--- src/rtl/param_universal_register_pkg.sv ---
// ureg_pkg: operation codes shared by the universal register and its users
package ureg_pkg;
  localparam logic [2:0] MODE_HOLD = 3'b000;
  localparam logic [2:0] MODE_LOAD = 3'b001;
  localparam logic [2:0] MODE_SHL  = 3'b010;
  localparam logic [2:0] MODE_SHR  = 3'b011;
  localparam logic [2:0] MODE_ROTL = 3'b100;
  localparam logic [2:0] MODE_ROTR = 3'b101;
  localparam logic [2:0] MODE_INC  = 3'b110;
  localparam logic [2:0] MODE_DEC  = 3'b111;
endpackage

--- src/rtl/param_universal_register_if.sv ---
// param_universal_register_if: control, data and status bundle of the universal register
interface param_universal_register_if #(parameter int WIDTH = 4);
  logic             preset;
  logic             en;
  logic [2:0]       mode;
  logic [WIDTH-1:0] d;
  logic             sin_r;
  logic             sin_l;
  logic [WIDTH-1:0] q;
  logic [WIDTH-1:0] q_bar;
  logic             sout_l;
  logic             sout_r;
  logic             co;
  modport master (output preset, en, mode, d, sin_r, sin_l, input q, q_bar, sout_l, sout_r, co);
  modport slave (input preset, en, mode, d, sin_r, sin_l, output q, q_bar, sout_l, sout_r, co);
endinterface

--- src/rtl/param_universal_register_dff.sv ---
// d_flip_flop_en_module: one bit with async active-low reset, sync preset and enable
module d_flip_flop_en_module #(parameter logic RV = 1'b0) (
  input  logic clk,
  input  logic rst,
  input  logic preset,
  input  logic en,
  input  logic d,
  output logic q,
  output logic q_bar
);
  always_ff @(posedge clk or negedge rst)
    if (!rst) q <= RV;
    else if (preset) q <= 1'b1;
    else if (en) q <= d;
  assign q_bar = ~q;
endmodule

--- src/rtl/param_universal_register.sv ---
// param_universal_register: WIDTH-bit hold/load/shift/rotate/count register with carry flag
module param_universal_register
  import ureg_pkg::*;
#(
  parameter int               WIDTH       = 4,
  parameter logic [WIDTH-1:0] RESET_VALUE = {WIDTH{1'b0}}
) (
  input logic clk,
  input logic rst,
  param_universal_register_if.slave bus
);
  localparam logic [WIDTH:0] ONE = {{WIDTH{1'b0}}, 1'b1};
  logic [WIDTH-1:0] q, q_bar, next_q;
  logic next_co, co, unused_co_bar;
  always_comb begin
    next_q  = q;
    next_co = 1'b0;
    case (bus.mode)
      MODE_LOAD: next_q = bus.d;
      MODE_SHL: begin
        next_q  = {q[WIDTH-2:0], bus.sin_r};
        next_co = q[WIDTH-1];
      end
      MODE_SHR: begin
        next_q  = {bus.sin_l, q[WIDTH-1:1]};
        next_co = q[0];
      end
      MODE_ROTL: next_q = {q[WIDTH-2:0], q[WIDTH-1]};
      MODE_ROTR: next_q = {q[0], q[WIDTH-1:1]};
      MODE_INC:  {next_co, next_q} = {1'b0, q} + ONE;
      MODE_DEC:  {next_co, next_q} = {1'b0, q} - ONE;
      default:   next_q = q;
    endcase
  end
  for (genvar i = 0; i < WIDTH; i++) begin : g_bit
    d_flip_flop_en_module #(.RV(RESET_VALUE[i])) u_bit (
      .clk(clk), .rst(rst), .preset(bus.preset), .en(bus.en),
      .d(next_q[i]), .q(q[i]), .q_bar(q_bar[i])
    );
  end
  // preset must clear the flag rather than set it, so it is folded into d/en
  d_flip_flop_en_module #(.RV(1'b0)) u_co (
    .clk(clk), .rst(rst), .preset(1'b0), .en(bus.en | bus.preset),
    .d(~bus.preset & next_co), .q(co), .q_bar(unused_co_bar)
  );
  assign bus.q      = q;
  assign bus.q_bar  = q_bar;
  assign bus.sout_l = q[WIDTH-1];
  assign bus.sout_r = q[0];
  assign bus.co     = co;
endmodule

--- src/flat_wrapper.sv ---
// flat-port wrapper written by rule: the top's interface ports become plain ports
module param_universal_register_flat import ureg_pkg::*;
#(
  parameter int               WIDTH       = 4,
  parameter logic [WIDTH-1:0] RESET_VALUE = {WIDTH{1'b0}}
)
  (clk, rst, bus_preset, bus_en, bus_mode, bus_d, bus_sin_r, bus_sin_l, bus_q, bus_q_bar, bus_sout_l, bus_sout_r, bus_co);
  param_universal_register_if #(.WIDTH(WIDTH)) bus_i ();
  input logic clk;
  input logic rst;
  input wire logic [$bits(bus_i.preset)-1:0] bus_preset;
  input wire logic [$bits(bus_i.en)-1:0] bus_en;
  input wire logic [$bits(bus_i.mode)-1:0] bus_mode;
  input wire logic [$bits(bus_i.d)-1:0] bus_d;
  input wire logic [$bits(bus_i.sin_r)-1:0] bus_sin_r;
  input wire logic [$bits(bus_i.sin_l)-1:0] bus_sin_l;
  output wire logic [$bits(bus_i.q)-1:0] bus_q;
  output wire logic [$bits(bus_i.q_bar)-1:0] bus_q_bar;
  output wire logic [$bits(bus_i.sout_l)-1:0] bus_sout_l;
  output wire logic [$bits(bus_i.sout_r)-1:0] bus_sout_r;
  output wire logic [$bits(bus_i.co)-1:0] bus_co;
  assign bus_i.preset = bus_preset;
  assign bus_i.en = bus_en;
  assign bus_i.mode = bus_mode;
  assign bus_i.d = bus_d;
  assign bus_i.sin_r = bus_sin_r;
  assign bus_i.sin_l = bus_sin_l;
  assign bus_q = bus_i.q;
  assign bus_q_bar = bus_i.q_bar;
  assign bus_sout_l = bus_i.sout_l;
  assign bus_sout_r = bus_i.sout_r;
  assign bus_co = bus_i.co;
  param_universal_register #(.WIDTH(WIDTH), .RESET_VALUE(RESET_VALUE)) u_core (.clk(clk), .rst(rst), .bus(bus_i));
endmodule
--- config.mk ---
export PLATFORM = sky130hd
export DESIGN_NAME = param_universal_register_flat
export DESIGN_NICKNAME = d
export VERILOG_FILES = /design/src/rtl/param_universal_register_pkg.sv /design/src/rtl/param_universal_register_if.sv /design/src/rtl/param_universal_register_dff.sv /design/src/rtl/param_universal_register.sv /design/src/flat_wrapper.sv
export SDC_FILE = /design/constraint.sdc
export NUM_CORES = 1
export LEC_CHECK = 0
export BUFFER_PORTS_ARGS = -buffer_cell sky130_fd_sc_hd__buf_4
export CAP_MARGIN = 0
export CORE_MARGIN = 5
export CORE_UTILIZATION = 35
export CTS_CLUSTER_DIAMETER = 120
export CTS_CLUSTER_SIZE = 10
export DETAILED_ROUTE_END_ITERATION = 8
export GPL_TIMING_DRIVEN = 0
export PLACE_DENSITY_LB_ADDON = 0.12
export SYNTH_ARGS = -nofsm -noshare
export SYNTH_HDL_FRONTEND = slang
export SYNTH_SLANG_ARGS = --single-unit
--- constraint.sdc ---
create_clock -name clk -period 2.55 [get_ports clk]
set_input_delay 0.765 -clock clk [delete_from_list [all_inputs] [get_ports clk]]
set_output_delay 0.765 -clock clk [all_outputs]
set_load 0.05 [all_outputs]
Yosys cells after proc, flatten, opt, wreduce, memory -nomap -nowiden
Cells that the tools add are included.
{"block": "classes", "addsub": 2, "multipliers": 0, "n_div": 0, "magnitude_cmp": 0, "eq_ne": 7, "n_shift": 0, "mux": 10, "bitwise": 7, "n_reduce_logical": 3}
{"operator": "case mux 4 bit (7 select lines)", "count": 1}
{"operator": "== test 3 bit, second input constant", "count": 4}
{"operator": "two-way mux 1 bit", "count": 8}
{"operator": "nonzero test 8 bit", "count": 1}
{"operator": "== test 3 x 2 -> 1 bit, second input constant", "count": 2}
{"operator": "adder 4 x 1 -> 5 bit, second input constant", "count": 1}
{"operator": "inverter 1 bit", "count": 5}
{"operator": "subtractor 4 x 1 -> 5 bit, second input constant", "count": 1}
{"operator": "case mux 1 bit (4 select lines)", "count": 1}
{"operator": "== test 3 x 1 -> 1 bit, second input constant", "count": 1}
{"operator": "AND reduction 2 bit", "count": 1}
{"operator": "nonzero test 2 bit", "count": 1}
{"operator": "bitwise AND 1 bit", "count": 1}
{"operator": "OR 1 bit", "count": 1}
{"block": "word_totals", "reg_bits": 5, "latch_bits": 0, "ramBits": 0, "mem_bits_ro": 0, "wordCells": 34, "mem_count": 0}

Longest topological paths before layout
{"block": "depth", "depth_word": 4, "mapped_depth": 7}

By module
Synthesis repeated with hierarchy kept, for this count alone.
{"block": "hier_totals", "hier_cells": 86, "area_unflattened_um2": 688.2}
{"mod": "param_universal_register", "instances": 1, "cells_each": 61, "area_per_inst_um2": 444.2}
{"mod": "d_flip_flop_en_module", "instances": 5, "cells_each": 5, "area_per_inst_um2": 48.8}

Worst setup path after synthesis
No wires, ideal clock.
{"block": "synth_timing", "path_kind": "register -> output", "startpoint": "register u_core.g_bit[0].u_bit.q", "endpoint": "output port bus_q_bar[0]", "t_arrival_ns": 1.133, "path_slack_ns": 0.652, "path_stages_with_launch": 4, "path_buffers": 2, "cell_sequence": "dfrtp_1 > buf_2 > inv_1 > buf_4"}
{"block": "synth_between", "elab_chain_cells": 1}
{"element": "from (decl)", "line_no": "param_universal_register_dff.sv:8", "text": "output logic q,"}
{"element": "from (signal assigned)", "line_no": "param_universal_register_dff.sv:12", "text": "if (!rst) q <= RV;"}
{"element": "from (signal assigned)", "line_no": "param_universal_register_dff.sv:13", "text": "else if (preset) q <= 1'b1;"}
{"element": "from (signal assigned)", "line_no": "param_universal_register_dff.sv:14", "text": "else if (en) q <= d;"}
{"element": "inverter 1 bit", "line_no": "param_universal_register_dff.sv:15", "text": "assign q_bar = ~q;"}
{"element": "to (decl)", "line_no": "flat_wrapper.sv:18", "text": "output wire logic [$bits(bus_i.q_bar)-1:0] bus_q_bar;"}
Every way passes these cells.

Final worst setup path
Ends and elaborated chain as after synthesis.

==> run metrics <==
status=complete, no violations; post-route minimum period=1.98 ns; dominant synthesized flop cell=dfrtp_1; clk root buf=clkbuf_4; postcts setup bufs=0; RSZ-0062 raised after global routing=false; Post-synth ARST share=100%; clock latency on the worst-skew pair=approximately 0.24 ns; Worst Hold Class=primary input to asynchronous set/reset pin; Critical Path RT=approximately 1.8 ns; crit start category=register; Rel. slew slack=75.6%; WP buf/inv=4; core box area=1690 µm²; Worst-Margin Slew=roughly 0.37 ns; CP peak stage delay=0.38 ns; dpl hpwl=between 1000 and 1500 µm; synthesis-stage register bit count=5; cts repair resizes=0; peak supply drop=0.261 mV; initial antenna violation count=0; DR pass1 iterations=4; Post-DP Area=792 µm²; r2r startpoint=u_core.g_bit[1].u_bit.q; fin crit share=77.8%; Syn Std Cell Area=606 µm²; Hold WS=0.319 ns; number of global-route vias before repair=609; Routed WL per cell=approximately 13 µm; Hold Buf Count CTS=0; Final Instance Area=818 µm²; reg2reg setup slack=0.90 ns; die height=51.6 µm; power density over the cells=556 nW/µm²; IO Count=24; CP Max Fanout=8; Area growth syn-to-layout=35.1%; gr usage total=12.9%; full die area=2660 µm²; fmax=504 MHz; Finish-stage setup viols=0; first-pass GRT wire length=2630 µm; CP max stage cell=dfrtp_1; post-synthesis cell type count=32; port buffer count=22; syn avg cell area=7.97 µm²; crit-path leading delay family=buffers and inverters; LEAKAGE=approximately 0.00041 µW; GRT overflow=0; final core area utilization=between 40% and 50%; routed via count=~630; DIE WIDTH=around 52 µm; final worst slack=~0.57 ns; clock transition at the registers of the reported paths=0.04 ns; diode count=0; Final Skew=0.000948 ns; Fin. Hold Viols=0; initial drt markers=8; largest net degree at the start of global routing=11; antenna-violating nets left=0; Setup crit end kind=output port; setup TNS=0 ns; critical-path cell list=buf_2 -> inv_1 -> buf_4 -> buf_4; DR DRC count=0; Mapped Cells=76; Starting Density=35.9%; CTS H-Tree Depth=1; Fillers=177; Via density=between 5 and 6; pre-CTS setup slack=0.544 ns; R2R Path End=u_core.g_bit[2].u_bit.q; Ys Warns=0; layout cells sized above 1=40.2%; critical path arrival=1.22 ns; max-cap violation count=0; CTS sink count=5; CTS max path bufs=2; row cnt=15; CTS tree=built; Post-synth EDFFs=0; drt total wl=1570 µm; CTS buffer count=3; routability cong.=0.865; WS Path Type=register to output port; Max Slew Vio Count=0; Seq/Total Area, Yosys=between 20% and 30%; fin nets=around 120; net count after synthesis=91; R2R depth=5; cell repeated most along the worst path=buf_4
==> worst register-to-register path, stage by stage (launching register included) <==
cell     delay (ns)
dfrtp_1        0.48
ha_1           0.22
nor2b_1        0.15
nor3b_1        0.14
a211o_1        0.27
a211o_1        0.28
==> sequential cells by signal, summed over array words and instances, names as in the netlist <==
name	count
u_core.u_co.q	1
u_core.g_bit.u_bit.q	4
==> final cells by class <==
class | instances | area (µm²) | share of cell area, %
Inverter | 4 | 15.0 | 1.83
Clock buffer | 4 | 26.3 | 3.21
Multi-Input combinational cell | 55 | 385 | 47.1
Buffer | 12 | 80.1 | 9.79
Tap cell | 17 | 21.3 | 2.60
Timing Repair Buffer | 22 | 165 | 20.2
Sequential cell | 5 | 125 | 15.3
==> cells in the final DEF (no fill, tap or decap), drive strengths merged, types with 2 or more instances in the layout <==
| master | synthesis | routed |
|---|---|---|
| o211ai | 2 | 2 |
| o21a | 3 | 3 |
| nand2 | 4 | 4 |
| a211oi | 2 | 2 |
| buf | 12 | 34 |
| inv | 4 | 4 |
| clkbuf | 0 | 4 |
| dfrtp | 5 | 5 |
| mux2i | 4 | 4 |
| o21ai | 2 | 2 |
| ha | 2 | 2 |
| a211o | 3 | 3 |
| nand2b | 5 | 5 |
| a21oi | 5 | 5 |
| nor2 | 9 | 9 |
==> stage by stage <==
step                std cells  total power, µW
floorplan                  76              292
global placement          115              365
detailed placement        115              366
CTS                       119              461
global route              119              483
finish                    119              455
==> cell families after synthesis <==
logic type               Yosys count  synth area share [%]
AO/OA/AOI/OAI                     24                  30.0
AND/OR/NAND/NOR                   24                  21.5
buffers and inverters             16                  15.7
flip-flops                         5                  20.7
multiplexers                       4                  6.61
adder cells (fa/ha/maj)            2                  4.13
XOR/XNOR                           1                  1.45
==> power by group <==
group	total, µW	internal, µW	leakage, µW	switching, µW
registers	110	89.2	0.0000559	20.6
logic	254	103	0.000334	151
clock network	91.0	59.1	0.0000150	31.9
total	455	251	0.000405	204
==> synth_stat cells, types with 2 or more instances <==
| cell | n | area, µm² |
|---|---|---|
| a211o_1 | 3 | 26.3 |
| a21oi_1 | 4 | 20.0 |
| buf_2 | 4 | 20.0 |
| buf_4 | 8 | 60.1 |
| dfrtp_1 | 5 | 125 |
| ha_1 | 2 | 25.0 |
| inv_1 | 4 | 15.0 |
| mux2i_1 | 4 | 40.0 |
| nand2_1 | 4 | 15.0 |
| nand2b_1 | 5 | 31.3 |
| nor2_1 | 9 | 33.8 |
| o211ai_1 | 2 | 15.0 |
| o21a_1 | 3 | 22.5 |
==> routing by layer <==
metal	share of wire (%)	GRT usage, %	wire [µm]
met3	6.8	1.72	106
met5	0	0	0
met4	0	3.93	0
met1	46	17.7	716
met2	47	20.8	742
==> worst max path at each step <==
stage                                       start                 endpoint  slack [ns]  cells past startpoint
after floorplan           u_core.g_bit[0].u_bit.q             bus_q_bar[0]        0.65                      3
after global placement                bus_mode[1]  u_core.g_bit[2].u_bit.q        0.50                      6
after detailed placement              bus_mode[1]  u_core.g_bit[2].u_bit.q        0.54                      6
after CTS                 u_core.g_bit[0].u_bit.q             bus_q_bar[0]        0.56                      4
after global routing      u_core.g_bit[0].u_bit.q             bus_q_bar[0]        0.49                      4
final                     u_core.g_bit[0].u_bit.q             bus_q_bar[0]        0.57                      4
(Power assumes the default switching activity.)
